--- src/rtl/i2c_target_regfile.sv ---
// i2c_target_regfile: I2C target front-end that maps bus transfers onto a
// byte-wide register bank. Handles 7-bit address match, a pointer byte,
// auto-incrementing burst read/write and repeated START.
module i2c_target_regfile #(
  parameter logic [6:0] TARGET_ADDR = 7'h01,
  parameter int         NUM_REGS    = 16,
  parameter int         SYNC_STAGES = 2,
  parameter int         FILT_LEN    = 3,
  localparam int        PW          = $clog2(NUM_REGS)
) (
  input  logic          clk_400,
  input  logic          rst_n,
  input  logic          scl_i,
  input  logic          sda_i,
  output logic          sda_oe,
  output logic          wr_en,
  output logic [PW-1:0] wr_addr,
  output logic [7:0]    wr_data,
  output logic [PW-1:0] rd_addr,
  input  logic [7:0]    rd_data,
  output logic          busy,
  output logic          ack_error
);

  localparam logic [3:0] IDLE      = 4'd0;
  localparam logic [3:0] ADDR      = 4'd1;
  localparam logic [3:0] ADDR_ACK  = 4'd2;
  localparam logic [3:0] PTR       = 4'd3;
  localparam logic [3:0] PTR_ACK   = 4'd4;
  localparam logic [3:0] WRITE     = 4'd5;
  localparam logic [3:0] WRITE_ACK = 4'd6;
  localparam logic [3:0] READ      = 4'd7;
  localparam logic [3:0] READ_ACK  = 4'd8;

  localparam logic [8:0]    NUM_REGS_EXT = 9'(NUM_REGS);
  localparam logic [PW-1:0] PTR_LAST     = PW'(NUM_REGS - 1);

  // Pointer advance with wrap from the last register back to zero.
  function automatic logic [PW-1:0] next_ptr(input logic [PW-1:0] p);
    if (p == PTR_LAST) begin
      return {PW{1'b0}};
    end else begin
      return p + PW'(1);
    end
  endfunction

  logic [SYNC_STAGES-1:0] scl_sync, sda_sync;
  logic [FILT_LEN-1:0]    scl_hist, sda_hist;
  logic [FILT_LEN-1:0]    scl_hist_next, sda_hist_next;
  logic                   scl_f, sda_f, scl_d, sda_d;
  logic                   scl_rise, scl_fall, start_ev, stop_ev;

  logic [3:0]    state;
  logic [2:0]    cnt;
  logic [7:0]    shift;
  logic          full;
  logic          mack;
  logic [PW-1:0] ptr;
  logic          ptr_ok;

  // Bring the raw pin levels into the clk_400 domain; idle bus level is high.
  always_ff @(posedge clk_400) begin
    if (!rst_n) begin
      scl_sync <= {SYNC_STAGES{1'b1}};
      sda_sync <= {SYNC_STAGES{1'b1}};
    end else begin
      scl_sync <= SYNC_STAGES'({scl_sync, scl_i});
      sda_sync <= SYNC_STAGES'({sda_sync, sda_i});
    end
  end

  // The filtered level only follows a run of FILT_LEN identical samples,
  // so it is decided from the history including the sample arriving now.
  assign scl_hist_next = FILT_LEN'({scl_hist, scl_sync[SYNC_STAGES-1]});
  assign sda_hist_next = FILT_LEN'({sda_hist, sda_sync[SYNC_STAGES-1]});

  // Glitch filter: drop any pulse shorter than FILT_LEN samples.
  always_ff @(posedge clk_400) begin
    if (!rst_n) begin
      scl_hist <= {FILT_LEN{1'b1}};
      sda_hist <= {FILT_LEN{1'b1}};
      scl_f    <= 1'b1;
      sda_f    <= 1'b1;
    end else begin
      scl_hist <= scl_hist_next;
      sda_hist <= sda_hist_next;
      if (&scl_hist_next) begin
        scl_f <= 1'b1;
      end else if (~|scl_hist_next) begin
        scl_f <= 1'b0;
      end
      if (&sda_hist_next) begin
        sda_f <= 1'b1;
      end else if (~|sda_hist_next) begin
        sda_f <= 1'b0;
      end
    end
  end

  // One-cycle delayed copy of the filtered lines for edge detection.
  always_ff @(posedge clk_400) begin
    if (!rst_n) begin
      scl_d <= 1'b1;
      sda_d <= 1'b1;
    end else begin
      scl_d <= scl_f;
      sda_d <= sda_f;
    end
  end

  assign scl_rise = scl_f & ~scl_d;
  assign scl_fall = ~scl_f & scl_d;
  assign start_ev = scl_f & scl_d & sda_d & ~sda_f;
  assign stop_ev  = scl_f & scl_d & ~sda_d & sda_f;
  assign ptr_ok   = ({1'b0, shift} < NUM_REGS_EXT);
  assign rd_addr  = ptr;

  // Protocol engine: START/STOP win over bit handling in every state;
  // SDA is only ever changed on the cycle after a filtered SCL fall.
  always_ff @(posedge clk_400) begin
    if (!rst_n) begin
      state     <= IDLE;
      cnt       <= 3'd7;
      shift     <= 8'h00;
      full      <= 1'b0;
      mack      <= 1'b0;
      ptr       <= {PW{1'b0}};
      sda_oe    <= 1'b0;
      wr_en     <= 1'b0;
      wr_addr   <= {PW{1'b0}};
      wr_data   <= 8'h00;
      busy      <= 1'b0;
      ack_error <= 1'b0;
    end else begin
      wr_en <= 1'b0;
      if (stop_ev) begin
        state  <= IDLE;
        sda_oe <= 1'b0;
        busy   <= 1'b0;
        full   <= 1'b0;
      end else if (start_ev) begin
        // A START cutting into a read (before the controller's NACK) is an error.
        state     <= ADDR;
        sda_oe    <= 1'b0;
        cnt       <= 3'd7;
        full      <= 1'b0;
        ack_error <= (state == READ) || (state == READ_ACK);
      end else begin
        case (state)
          IDLE: begin
            sda_oe <= 1'b0;
          end
          ADDR, PTR, WRITE: begin
            if (scl_rise) begin
              shift <= {shift[6:0], sda_f};
              if (cnt == 3'd0) begin
                full <= 1'b1;
              end else begin
                cnt <= cnt - 3'd1;
              end
            end else if (scl_fall && full) begin
              full <= 1'b0;
              case (state)
                ADDR: begin
                  if (shift[7:1] == TARGET_ADDR) begin
                    busy   <= 1'b1;
                    sda_oe <= 1'b1;
                    state  <= ADDR_ACK;
                  end else begin
                    state <= IDLE;
                  end
                end
                PTR: begin
                  if (ptr_ok) begin
                    ptr    <= shift[PW-1:0];
                    sda_oe <= 1'b1;
                    state  <= PTR_ACK;
                  end else begin
                    ack_error <= 1'b1;
                    state     <= IDLE;
                  end
                end
                WRITE: begin
                  wr_en   <= 1'b1;
                  wr_addr <= ptr;
                  wr_data <= shift;
                  ptr     <= next_ptr(ptr);
                  sda_oe  <= 1'b1;
                  state   <= WRITE_ACK;
                end
                default: begin
                  state <= IDLE;
                end
              endcase
            end
          end
          ADDR_ACK: begin
            // shift[0] still holds the R/W bit of the address byte.
            if (scl_fall) begin
              cnt <= 3'd7;
              if (shift[0]) begin
                shift  <= rd_data;
                sda_oe <= ~rd_data[7];
                ptr    <= next_ptr(ptr);
                state  <= READ;
              end else begin
                sda_oe <= 1'b0;
                state  <= PTR;
              end
            end
          end
          PTR_ACK, WRITE_ACK: begin
            if (scl_fall) begin
              sda_oe <= 1'b0;
              cnt    <= 3'd7;
              state  <= WRITE;
            end
          end
          READ: begin
            if (scl_fall) begin
              if (cnt == 3'd0) begin
                sda_oe <= 1'b0;
                state  <= READ_ACK;
              end else begin
                cnt    <= cnt - 3'd1;
                shift  <= {shift[6:0], 1'b0};
                sda_oe <= ~shift[6];
              end
            end
          end
          READ_ACK: begin
            if (scl_rise) begin
              mack <= sda_f;
            end else if (scl_fall) begin
              if (!mack) begin
                shift  <= rd_data;
                sda_oe <= ~rd_data[7];
                ptr    <= next_ptr(ptr);
                cnt    <= 3'd7;
                state  <= READ;
              end else begin
                state <= IDLE;
              end
            end
          end
          default: begin
            state  <= IDLE;
            sda_oe <= 1'b0;
          end
        endcase
      end
    end
  end

endmodule
--- config.mk ---
export PLATFORM = sky130hd
export DESIGN_NAME = i2c_target_regfile
export DESIGN_NICKNAME = d
export VERILOG_FILES = /design/src/rtl/i2c_target_regfile.sv
export SDC_FILE = /design/constraint.sdc
export NUM_CORES = 1
export LEC_CHECK = 0
export BUFFER_PORTS_ARGS = -buffer_cell sky130_fd_sc_hd__buf_2
export CORE_ASPECT_RATIO = 0.7
export CORE_UTILIZATION = 45
export DETAILED_ROUTE_END_ITERATION = 12
export MAX_ROUTING_LAYER = met4
export RECOVER_POWER = 50
export SLEW_MARGIN = 0
export SYNTH_ARGS = -nofsm -noshare
export SYNTH_HDL_FRONTEND = slang
export SYNTH_SLANG_ARGS = --single-unit
--- constraint.sdc ---
create_clock -name clk_400 -period 4.3 [get_ports clk_400]
set_clock_uncertainty 0.05 [all_clocks]
set_input_delay 1.075 -clock clk_400 [delete_from_list [all_inputs] [get_ports clk_400]]
set_output_delay 1.075 -clock clk_400 [all_outputs]
set_load 0.03 [all_outputs]
; ---- After elaboration in Yosys (flattened, before gate mapping)
; Cells that the tools add are included.
[classes]
add_sub_neg = 2
n_lt_le_gt_ge = 1
n_eq_ne = 41
muxes = 68
n_bitwise = 20
reduce_logical = 35
[op_table]
columns = op, n
row1 = $mux 4, 17
row2 = $mux 8, 8
row3 = $ne 3x3->1 const B, 12
row4 = $mux 3, 11
row5 = $pmux 8 s4, 1
row6 = $ne 2x2->1 const B, 13
row7 = $pmux 4 s3, 2
row8 = $pmux 4 s6, 1
row9 = $mux 1, 23
row10 = $reduce_and 11->1, 2
row11 = $reduce_and 6->1, 3
row12 = $reduce_and 9->1, 2
row13 = $eq 4x3->1 const B, 4
row14 = $reduce_or 3->1, 5
row15 = $not 1->1, 13
row16 = $pmux 3 s4, 1
row17 = $reduce_and 12->1, 1
row18 = $reduce_and 10->1, 1
row19 = $reduce_and 3->1, 3
row20 = $eq 4x2->1 const B, 2
row21 = $eq 4x4->1 const B, 2
row22 = $lt 8x5->1 const B, 1
row23 = $pmux 4 s2, 1
row24 = $reduce_and 8->1, 1
row25 = 23 further kinds, 37
[word_totals]
regBits = 49
output_inout_bits = 20
word_cells = 189

; ---- Depth between registers and ports, before layout
[logic_depth]
ltp_word = 7
mapped_depth = 8
depth_no_buf = 7

; ---- Worst setup path before layout
; No wires, ideal clock.
[synth_path]
path_type = input to register
from = input port rst_n
to = register shift[0]
setup_time_ps = 91
arrival_ps = 1865
required_ps = 4159
setup_slack_ps = 2294
stages = 4
cell_sequence = clkbuf_1 -> inv_1 -> clkbuf_1 -> a311oi_1
[synth_lines]
columns = element, line
row1 = "start, declared", 12  ; input logic rst_n,
row2 = "end signal, assigned", 155  ; shift <= {shift[6:0], sda_f};
row3 = "end signal, assigned", 202  ; shift <= rd_data;
row4 = "end signal, assigned", 226  ; shift <= {shift[6:0], 1'b0};
row5 = "end, declared", 55  ; logic [7:0] shift;
; No word-level cell between the ends.

; ---- Worst setup path after layout
[layout_path]
from = input port rst_n
to = register state[2]
[layout_via]
elab_chain_cells = 2
[layout_rtl]
columns = element, line
row1 = $not 1->1 (no source line), n/a
row2 = $reduce_or 3->1 (no source line), n/a
row3 = "end signal, assigned", 122  ; state <= IDLE;
row4 = "end signal, assigned", 137  ; state <= IDLE;
row5 = "end signal, assigned", 143  ; state <= ADDR;
row6 = "end, declared", 53  ; logic [3:0] state;
; Every way passes these cells.
; A chain may end at the register's enable or synchronous reset.

==> insert_results.sql <==
INSERT INTO impl_metrics (metric_group, metric, value, unit) VALUES
('cts', 'cts_post_setup_buffers_inserted', '0', ''),
('cts', 'number_of_cts_inserted_buffers', '5', ''),
('critical_path', 'critPathMaxStageDelay', '0.60', 'ns'),
('sta', 'setup_viol_count_final', '0', ''),
('synth', 'gate_count_post_synth', '309', ''),
('route', 'vias', '2463', ''),
('power_and_ir_drop', 'p_comb_frac', '0.020', ''),
('route', 'routed_wire_length_per_instance', '16.4', 'um'),
('synth', 'synth.area.top_cells', 'sky130_fd_sc_hd__dfxtp_1 36%, sky130_fd_sc_hd__mux2i_1 5.1%, sky130_fd_sc_hd__nand2b_1 4.1%, sky130_fd_sc_hd__a21oi_1 4.0%, sky130_fd_sc_hd__a311oi_1 3.5%', ''),
('floorplan', 'num_rows', '23', ''),
('power_and_ir_drop', 'vdd_drop_max', '0.182', 'mV'),
('cts', 'number_of_sinks_driven_by_the_clock_tree', '49', ''),
('cts', 'clk_pin_slew', '0.09', 'ns'),
('cells_and_area', 'fill_cell_instance_count_of_the_final_layout', '561', ''),
('power_and_ir_drop', 'p_leak', '0.992', 'nW'),
('critical_path', 'arrival', '2.68', 'ns'),
('placed_design', 'hpwlAfterDp', '4580', 'um'),
('synth', 'yosysMostFrequentCell', 'sky130_fd_sc_hd__dfxtp_1', ''),
('placed_design', 'gp_routability_congestion', '0.870', ''),
('critical_path', 'r2r_end', 'wr_addr[0]$_SDFFE_PN0P_', ''),
('cts', 'cts-htree-levels', '2', ''),
('sta', 'maxClockFrequency', '398', 'MHz'),
('cts', 'max-clock-path-buffers', '2', ''),
('synth', 'synth.cell_area', '0.00273', 'mm^2'),
('synth', 'synth_seq_area_share', '0.360', ''),
('power_and_ir_drop', 'swShare', '0.224', ''),
('cells_and_area', 'antenna_cells', '0', ''),
('run', 'cap_violations', '0', ''),
('synth', 'synth.top_cells.by_count', '49 x sky130_fd_sc_hd__dfxtp_1, 23 x sky130_fd_sc_hd__nor2_1, 22 x sky130_fd_sc_hd__a21oi_1, 18 x sky130_fd_sc_hd__nand2b_1', ''),
('synth', 'synth_top_flop_cell', 'sky130_fd_sc_hd__dfxtp_1', ''),
('route', 'antenna_violating_nets_remaining', '0', ''),
('power_and_ir_drop', 'p_int', '0.592', 'mW'),
('grt', 'grt-ovfl-total', '0', ''),
('critical_path', 'path_class', 'input port to register', ''),
('worst_hold_path', 'hold_path_startpoint', 'scl_sync[0]$_SDFF_PN1_', ''),
('critical_path', 'critPathSlowestCell', 'sky130_fd_sc_hd__or4_1', ''),
('worst_hold_path', 'timing.hold.worst.class', 'register to register', ''),
('synth', 'post_synth_top_area_share', '0.360', ''),
('cells_and_area', 'synthToLayoutAreaGrowth', '7.66', '%'),
('floorplan', 'dieHeight', '67.1', 'um'),
('critical_path', 'timing.critical_path.from_type', 'input port', ''),
('critical_path', 'crit_path_end_kind', 'register', ''),
('cts', 'cts_tree', 'yes', ''),
('route', 'remaining_drc_errors', '0', ''),
('cts', 'root_buffer', 'sky130_fd_sc_hd__clkbuf_8', ''),
('critical_path', 'cp_max_fo', '20', ''),
('synth', 'synth_edf_count', '0', ''),
('sta', 'report.final.hold_viol_count', '0', ''),
('run_status', 'status', 'complete, no violations', ''),
('sta', 'relSlewSlack', '0.314', ''),
('grt', 'grt_pass1_vias', '2096', ''),
('floorplan', 'ioPinCount', '32', ''),
('cts', 'number_of_hold_repair_buffers_added_at_the_cts_stage', '0', ''),
('synth', 'synth_area_leader_cell', 'sky130_fd_sc_hd__dfxtp_1', ''),
('sta', 'post-route-min-period', '2.51', 'ns'),
('cells_and_area', 'proportion_of_layout_cells_with_a_drive_suffix_above_1', '0.112', ''),
('critical_path', 'critical_path.n_buffers_inverters', '1', ''),
('sta', 'fin_tns_setup', '0', 'ns'),
('power_and_ir_drop', 'power.net_switching', '0.171', 'mW'),
('cells_and_area', 'final_core_utilization', '0.508', ''),
('critical_path', 'worst_path_dominant_cell_family', 'simple AND/OR/NAND/NOR gates', ''),
('cells_and_area', 'nNetsFinal', '343', ''),
('critical_path', 'crit-reg2reg-launch', 'state[0]$_SDFFE_PP0P_', ''),
('grt', 'grt_max_degree', '29', ''),
('sta', 'timing.final.max_slew_violations', '0', ''),
('sta', 'grt_setup_unrepaired', 'no', ''),
('route', 'drt_wl_total', '6620', 'um'),
('floorplan', 'chipWidth', '95.1', 'um'),
('synth', 'post_synth_num_cell_types', '62', ''),
('placed_design', 'placement.io_buffers', '31', ''),
('floorplan', 'die_area', '0.00638', 'mm^2');
==> worst max path at each step <==
stage,startpoint,to,slack (ns),cells after the start
global route,rst_n,state[2]$_SDFFE_PP0P_,1.54,4
global placement,rst_n,state[2]$_SDFFE_PP0P_,1.87,4
finish,rst_n,state[2]$_SDFFE_PP0P_,1.79,4
floorplan,rst_n,shift[0]$_SDFFE_PN0P_,2.29,4
detailed placement,rst_n,state[2]$_SDFFE_PP0P_,1.86,4
CTS,state[0]$_SDFFE_PP0P_,wr_addr[3]$_SDFFE_PN0P_,1.95,6
==> layout make-up <==
type	instances	area, um^2	area share
multi-input combinational	230	1590	0.540
sequential	49	981	0.334
timing repair buffer	33	146	0.0499
tap	75	93.8	0.0320
clock buffer	6	82.6	0.0281
inverter	9	33.8	0.0115
clock inverter	2	13.8	0.00469
==> flip-flops by register name (all words and copies together) (netlist names), 2 cells and up <==
name and count:
scl_sync 2, rd_addr 4, shift 8, cnt 3, wr_data 8, state 4, sda_sync 2, sda_hist 2
scl_hist 2, wr_addr 4
==> power by group through the flow <==
stage               registers [mW]  logic (mW)  clock network (mW)
floorplan                    0.467     0.00825                   0
global placement             0.468      0.0153                   0
detailed placement           0.468      0.0155                   0
CTS                          0.457      0.0156               0.299
global route                 0.458      0.0169               0.317
finish                       0.457      0.0151               0.291
==> metrics by stage <==
stage	cells	worst slack [ns]	hold slack, ns	instance area [um^2]	power, mW
final	404	1.79	0.364	2940	0.763
after global routing	404	1.54	0.382	2940	0.792
after CTS	404	1.95	0.370	2960	0.772
after detailed placement	396	1.86	0.346	2860	0.483
after global placement	396	1.87	0.345	2860	0.483
after floorplan	309	2.29	0.336	2730	0.476
==> cells in the final DEF, fill, tap and decap left out, drive strengths merged, types with 2 or more instances in the layout <==
cell type / synthesis / layout
or3b: 2 / 2
nor2b: 8 / 8
or4b: 2 / 2
nor4: 5 / 5
a41oi: 2 / 2
nand2b: 18 / 18
dfxtp: 49 / 49
inv: 9 / 9
a311oi: 11 / 11
o31ai: 2 / 2
o21a: 5 / 5
clkbuf: 7 / 25
o22a: 5 / 5
o22ai: 4 / 4
nand3: 5 / 5
nor3: 9 / 9
a21o: 3 / 3
a22oi: 9 / 9
o32a: 2 / 2
or2: 2 / 2
nand4b: 3 / 3
or4: 3 / 3
nand2: 11 / 11
buf: 14 / 14
a21oi: 24 / 24
nand3b: 2 / 2
a211oi: 4 / 4
a311o: 2 / 2
ha: 3 / 3
o21ai: 14 / 14
and3: 4 / 4
nor2: 23 / 23
and2: 2 / 2
mux2i: 14 / 14
a31oi: 2 / 2
clkinv: 0 / 2
nor3b: 7 / 7
==> routing by layer <==
metal	up-vias	global-route usage	routed length [um]
met5	-	-	0
met4	0	0.0455	49
met3	6	0.0405	437
met2	108	0.292	2630
met1	1141	0.366	3510
li1	1208	-	-
==> logic make-up (layout without fill, tap and decap cells) <==
family                     after synthesis  count (layout)  synth area share
muxes                                   14              14            0.0514
adders and majority gates                3               3            0.0138
xor gates and xnor gates                 1               1           0.00321
AOI/OAI and AO/OA                      102             102             0.277
buffers and inverters                   30              50            0.0592
DFF                                     49              49             0.360
and+or+nand+nor                        110             110             0.236
==> worst register-to-register path: stages (launching register included) <==
cell	delay (ns)
sky130_fd_sc_hd__dfxtp_1	0.83
sky130_fd_sc_hd__and2b_1	0.35
sky130_fd_sc_hd__and3_1	0.30
sky130_fd_sc_hd__nor3b_2	0.19
sky130_fd_sc_hd__buf_4	0.27
sky130_fd_sc_hd__mux2i_1	0.25
sky130_fd_sc_hd__nor2_1	0.05
Power figures use the tool's default switching activity.
